==> config.mk <==
export PLATFORM = sky130hd
export DESIGN_NAME = prbs_pattern_tx
export DESIGN_NICKNAME = d
export VERILOG_FILES = /design/src/rtl/prbs_pattern_tx.sv
export SDC_FILE = /design/constraint.sdc
export NUM_CORES = 1
export LEC_CHECK = 0
export CELL_PAD_IN_SITES_DETAIL_PLACEMENT = 0
export CELL_PAD_IN_SITES_GLOBAL_PLACEMENT = 1
export CORE_ASPECT_RATIO = 0.8
export CORE_MARGIN = 2
export CORE_UTILIZATION = 42
export DETAILED_ROUTE_END_ITERATION = 8
export GPL_ROUTABILITY_DRIVEN = 1
export PLACE_DENSITY_LB_ADDON = 0.15
export SYNTH_ARGS = -nofsm -noshare
export SYNTH_HDL_FRONTEND = slang
export SYNTH_SLANG_ARGS = --single-unit
==> constraint.sdc <==
create_clock -name clk -period 3.7 [get_ports clk]
set_input_delay 0.555 -clock clk [delete_from_list [all_inputs] [get_ports clk]]
set_output_delay 0.555 -clock clk [all_outputs]
set_load 0.03 [all_outputs]
==> src/rtl/prbs_pattern_tx.sv <==
// prbs_pattern_tx: transmit side of the PRBS link.
// On start it sends a 32-bit framing pattern n times (MSB byte first), then
// prbs_bytes bytes of PRBS-15 (x^15 + x^14 + 1). The output is a byte stream
// with a valid/ready handshake.
// Optional build macro PRBS_TX_ERR_INJECT_EN adds an err_inject input. Each
// pulse on it inverts bit 0 of exactly one later byte. Use it to check that
// the detector rejects corrupted frames.

module prbs_pattern_tx #(
   parameter logic [14:0] SEED       = 15'h7FFF,
   parameter int          PRBS_LEN_W = 16
) (
   input  logic                  clk,
   input  logic                  rst,
   input  logic                  start,
   input  logic [31:0]           pattern,
   input  logic [3:0]            n,
   input  logic [PRBS_LEN_W-1:0] prbs_bytes,
   output logic [7:0]            data_out,
   output logic                  data_valid,
   input  logic                  data_ready,
   output logic                  busy,
   output logic                  done
`ifdef PRBS_TX_ERR_INJECT_EN
   ,
   input  logic                  err_inject
`endif
);

   typedef enum logic [1:0] {
      IDLE = 2'd0,
      PAT  = 2'd1,
      PRBS = 2'd2,
      FIN  = 2'd3
   } state_t;

   // Eight LFSR steps. The result is {next_state, byte}.
   // The first generated bit ends up in byte[7].
   function automatic logic [22:0] prbs_step8(input logic [14:0] s);
      logic [14:0] st;
      logic [7:0]  b;
      logic        fb;
      st = s;
      b  = 8'h00;
      for (int i = 0; i < 8; i++) begin
         fb = st[14] ^ st[13];
         st = {st[13:0], fb};
         b  = {b[6:0], fb};
      end
      return {st, b};
   endfunction

   state_t                  state_reg;
   logic [31:0]             pattern_reg;
   logic [3:0]              n_reg;
   logic [PRBS_LEN_W-1:0]   prbs_len_reg;
   logic [1:0]              byte_idx_reg;
   logic [3:0]              rep_cnt_reg;
   logic [PRBS_LEN_W-1:0]   prbs_cnt_reg;
   logic [14:0]             lfsr_reg;
   logic [7:0]              data_reg;
   logic                    data_valid_reg;
   logic                    busy_reg;
   logic                    done_reg;

   logic                    transfer;
   logic [1:0]              byte_idx_next;
   logic [3:0]              rep_cnt_next;
   logic [PRBS_LEN_W-1:0]   prbs_cnt_next;
   logic                    rep_last;
   logic                    prbs_last;
   logic [22:0]             seed_step;
   logic [22:0]             lfsr_step;
   logic [7:0]              pat_bytes [4];

   // Split the latched pattern into bytes. Index 0 is the byte sent first ([31:24]).
   generate
      for (genvar gi = 0; gi < 4; gi++) begin : g_pat_bytes
         assign pat_bytes[gi] = pattern_reg[31-8*gi -: 8];
      end
   endgenerate

   assign transfer      = data_valid_reg && data_ready;
   assign byte_idx_next = byte_idx_reg + 2'd1;
   assign rep_cnt_next  = rep_cnt_reg + 4'd1;
   assign prbs_cnt_next = prbs_cnt_reg + {{(PRBS_LEN_W-1){1'b0}}, 1'b1};
   assign rep_last      = (rep_cnt_next == n_reg);
   assign prbs_last     = (prbs_cnt_next == prbs_len_reg);

   // Precompute the next PRBS byte. The byte after the current one is then
   // ready on the same edge that accepts the current one, so there is no
   // stall cycle.
   assign seed_step = prbs_step8(SEED);
   assign lfsr_step = prbs_step8(lfsr_reg);

   // Main sequencer. All outputs are registered here.
   always_ff @(posedge clk) begin
      if (rst) begin
         state_reg      <= IDLE;
         pattern_reg    <= 32'h0;
         n_reg          <= 4'h0;
         prbs_len_reg   <= '0;
         byte_idx_reg   <= 2'd0;
         rep_cnt_reg    <= 4'd0;
         prbs_cnt_reg   <= '0;
         lfsr_reg       <= SEED;
         data_reg       <= 8'h00;
         data_valid_reg <= 1'b0;
         busy_reg       <= 1'b0;
         done_reg       <= 1'b0;
      end else begin
         case (state_reg)
            IDLE: begin
               done_reg <= 1'b0;
               if (start) begin
                  pattern_reg  <= pattern;
                  n_reg        <= n;
                  prbs_len_reg <= prbs_bytes;
                  byte_idx_reg <= 2'd0;
                  rep_cnt_reg  <= 4'd0;
                  prbs_cnt_reg <= '0;
                  if (n != 4'd0) begin
                     state_reg      <= PAT;
                     lfsr_reg       <= SEED;
                     data_reg       <= pattern[31:24];
                     data_valid_reg <= 1'b1;
                     busy_reg       <= 1'b1;
                  end else if (prbs_bytes != '0) begin
                     // Start with the PRBS phase. The first byte comes from SEED.
                     state_reg      <= PRBS;
                     lfsr_reg       <= seed_step[22:8];
                     data_reg       <= seed_step[7:0];
                     data_valid_reg <= 1'b1;
                     busy_reg       <= 1'b1;
                  end else begin
                     // Empty command: no bytes are sent, only the done pulse.
                     state_reg      <= FIN;
                     lfsr_reg       <= SEED;
                     data_valid_reg <= 1'b0;
                     busy_reg       <= 1'b0;
                     done_reg       <= 1'b1;
                  end
               end
            end

            PAT: begin
               if (transfer) begin
                  if (byte_idx_reg == 2'd3) begin
                     byte_idx_reg <= 2'd0;
                     if (rep_last) begin
                        if (prbs_len_reg != '0) begin
                           // Seamless hand-off: the first PRBS byte goes out
                           // on the edge that accepts the last pattern byte.
                           state_reg <= PRBS;
                           lfsr_reg  <= lfsr_step[22:8];
                           data_reg  <= lfsr_step[7:0];
                        end else begin
                           state_reg      <= FIN;
                           data_valid_reg <= 1'b0;
                           busy_reg       <= 1'b0;
                           done_reg       <= 1'b1;
                        end
                     end else begin
                        rep_cnt_reg <= rep_cnt_next;
                        data_reg    <= pat_bytes[0];
                     end
                  end else begin
                     byte_idx_reg <= byte_idx_next;
                     data_reg     <= pat_bytes[byte_idx_next];
                  end
               end
            end

            PRBS: begin
               if (transfer) begin
                  if (prbs_last) begin
                     state_reg      <= FIN;
                     data_valid_reg <= 1'b0;
                     busy_reg       <= 1'b0;
                     done_reg       <= 1'b1;
                  end else begin
                     prbs_cnt_reg <= prbs_cnt_next;
                     lfsr_reg     <= lfsr_step[22:8];
                     data_reg     <= lfsr_step[7:0];
                  end
               end
            end

            FIN: begin
               done_reg  <= 1'b0;
               state_reg <= IDLE;
            end

            default: begin
               state_reg      <= IDLE;
               data_valid_reg <= 1'b0;
               busy_reg       <= 1'b0;
               done_reg       <= 1'b0;
            end
         endcase
      end
   end

`ifdef PRBS_TX_ERR_INJECT_EN
   logic err_flag_reg;

   // Arm on any err_inject pulse. Clear when the corrupted byte is accepted.
   // A fresh pulse in that same cycle re-arms the flag for the byte after it.
   always_ff @(posedge clk) begin
      if (rst) begin
         err_flag_reg <= 1'b0;
      end else if (err_inject) begin
         err_flag_reg <= 1'b1;
      end else if (transfer) begin
         err_flag_reg <= 1'b0;
      end
   end

   // Only the output byte is flipped. The LFSR and the stored byte stay clean.
   assign data_out = data_reg ^ {7'b0, err_flag_reg & data_valid_reg};
`else
   assign data_out = data_reg;
`endif

   assign data_valid = data_valid_reg;
   assign busy       = busy_reg;
   assign done       = done_reg;

endmodule

==> results.yml <==
outcome:
  outcome: "finished clean"
clock_network:
  htree_levels: 3
  clock_path_buffers: 2
  clock-sinks: 101
  ctsResizeCount: 0
  cts_setup_buffers: 0
  hold_buffers: 0
  clk-insertion-delay-late_ns: 0.34
  clk_pin_slew_ns: 0.08
  cts_root_buf: "clkbuf_16"
  cts_tree: "built"
  numCtsBuffers: 9
setup_path:
  critPathRequiredTime_ns: 3.93
  arrival_ns: 3.74
  worstSetupEndpoint: "busy$_SDFFE_PP0P_"
  critical_path.startpoint_type: "flip-flop"
  cp_slowest_cell: "or4_4"
  critPathLaunch: "prbs_cnt_reg[0]$_SDFFE_PP0P_"
  cpPeakStageDelay_ns: 0.62
  r2r-start: "prbs_cnt_reg[0]$_SDFFE_PP0P_"
  critical_path_class: "reg2reg"
  crit_fanout: 8
  worst-r2r-setup-slack_ns: 0.19
  end_kind: "flip-flop"
  r2r-end: "busy$_SDFFE_PP0P_"
  ff2ff_path_depth: 8
  crit_chain: "ha_1, nand3_1, or4_4, nor3b_1, o21ai_1, or4_1, a221oi_2, mux2_1"
floorplan:
  dieArea_mm2: 0.0142
  ios: 67
  coreArea_mm2: 0.0129
  rows: 37
  initial_core_util: 0.431
  die_x_um: 133
  die_h_um: 107
synthesis:
  netlist_instances: 688
  synth_adder_area_share: 0.0180
  synth_top_family_by_area: "simple AND/OR/NAND/NOR gates"
  synth-xor-area-share: 0.0575
  synth.area.mux_share: 0.0921
  synth_edf_count: 0
  synthArstFlopShare: 0
  avgSynthCellArea_um2: 8.10
  synth_top_area_frac: 0.363
  synth-main-ff-cell: "dfxtp_1"
  synth.area.top_cells: "dfxtp_1 (36%), nand2_1 (8.8%), a21oi_1 (6.3%), mux2i_1 (5.6%), mux4_2 (3.2%)"
  syn_area_mm2: 0.00557
  ys_seq_elements: 101
  synth-compound-area-share: 0.173
  synth_nets: 752
  yosysTopAreaCell: "dfxtp_1"
  seq_area_frac_synth: 0.363
  yosys.area_share.simple: 0.231
  synth_warnings: 0
  synth.distinct_cells: 62
sta:
  setup_viol: 0
  tightest_slew_ns: 0.927
  relSlewSlack: 0.377
  period_share: 0.949
  rsz0062_at_grt: "no"
  period_minus_slack_ns: 3.51
  setup_ws_ns: 0.189
  clock.fmax_mhz: 285
  fin_skew_ns: 0.00844
  tns_ns: 0
  hold_viol: 0
  hold-worst-slack_ns: 0.454
  report.final.slew_viol_count: 0
cells_and_area:
  area_delta_synth_final_pct: 18.6
  num_antenna_cells: 0
  nNetsFinal: 790
  n_fill_cell: 1208
  stdcell_area_mm2: 0.00661
  largest_reg_flops: 32
  post-route-util: 0.511
  drive_gt1_frac: 0.0739
  instances_no_fill: 906
drt:
  remaining_drc_errors: 0
  first_pass_iters: 5
  vias: 5075
  drt_iter0_drc: 383
  wire_per_inst_um: 16.4
  viasPerCell: 5.60
  ant_nets: 0
  wirelength_um: 14800
job:
  cap_violations: 0
placement:
  place_area_mm2: 0.00630
  dp_slack_ns: 0.212
  post-place-cells: 890
  gp_congestion: 1.04
  hpwl_um: 10700
  place.port_buffers: 66
power:
  internal_power_mw: 2.57
  p_seq_frac: 0.339
  vdd_drop_max_mv: 0.323
  p_total_mw: 4.24
  power_density_mw_per_mm2: 643
  netSwitchingFraction: 0.394
  p_leak_nw: 2.40
  clkPwrFrac: 0.231
  combinationalPowerShare: 0.430
  p_switching_mw: 1.67
global_routing:
  grt_use_total: 0.208
  grt-ovfl-total: 0
  antenna_found_initial: 0
  grt_max_degree: 63
  grt_pass1_wl_um: 23700
  first_global_vias: 4580
worst_hold_path:
  hold_start: "data_out[4]$_SDFFE_PP0P_"
  min_path_type: "reg2reg"
-- cell usage after synthesis (all sizes together), types with 5 or more instances --
master,count
nor2,41
a222oi,8
nor2b,8
xnor2,18
nand2,131
nand2b,6
dfxtp,101
inv,31
mux4,8
mux2i,31
and3,6
o221ai,8
nand4,11
a21oi,70
or4,5
nor4,10
buf,21
clkbuf,31
o22ai,5
o21ai,15
a211oi,19
nor3b,10
ha,8
or2,5
xor2,16
nand3,18
-- final cells by class --
class                           instances  area (um2)  share of cell area
Sequential cell                       101        2020               0.306
Clock buffer                            9         225              0.0341
Timing Repair Buffer                   79         756               0.114
Tap cell                              175         219              0.0331
Inverter                               31         116              0.0176
Clock inverter                          7        82.6              0.0125
Multi-Input combinational cell        504        3190               0.482
-- power by group through the flow --
stage	Combinational, mW	Sequential [mW]	Clock (mW)
2_1_floorplan	1.27	1.50	0
6_report	1.82	1.44	0.983
3_3_place_gp	1.79	1.45	0
3_5_place_dp	1.81	1.46	0
5_1_grt	2.00	1.46	1.05
4_1_cts	1.82	1.44	1.01
-- cells by family after synthesis --
| logic type | after synthesis |
|---|---|
| and+or+nand+nor | 269 |
| AOI/OAI and AO/OA | 151 |
| DFF | 101 |
| buffers and inverters | 83 |
| muxes | 41 |
| xor gates and xnor gates | 35 |
| adders and majority gates | 8 |
-- cells in the final DEF, fill, tap and decap left out, types with 10 or more instances in the layout --
master           synthesis  layout
a211oi_1                19      19
a21oi_1                 70      70
buf_4                    4      14
clkdlybuf4s50_1          0      65
dfxtp_1                101     101
inv_1                   31      31
mux2i_1                 31      31
nand2_1                131     130
nand3_1                 18      18
nand4_1                 10      10
nor2_1                  41      41
nor3b_1                 10      10
o21ai_0                 13      13
xnor2_1                 18      18
xor2_1                  16      16
-- layer usage --
metal	routed length (um)	GRT usage	vias to the layer above
li1	-	-	2497
met1	7730	0.319	2389
met2	6000	0.295	179
met3	987	0.0459	10
met4	129	0.0422	0
met5	0	0	-
-- worst min-delay path by stage --
stage                                 endpoint  cells past startpoint
finish                data_out[4]$_SDFFE_PP0P_                      2
global placement      data_out[0]$_SDFFE_PP0P_                      2
floorplan            pat_bytes[0]$_SDFFE_PP0P_                      2
global route        pat_bytes[13]$_SDFFE_PP0P_                      2
detailed placement    data_out[4]$_SDFFE_PP0P_                      2
CTS                 pat_bytes[20]$_SDFFE_PP0P_                      2
-- worst max-delay path: cells and delay by family, from the launching register on --
kind | cells | cell delay (ns)
mux | 1 | 0.36
compound gates | 2 | 0.46
fa+ha+maj | 1 | 0.35
flops | 1 | 0.45
simple gates | 4 | 1.75
(Power assumes the default switching activity.)
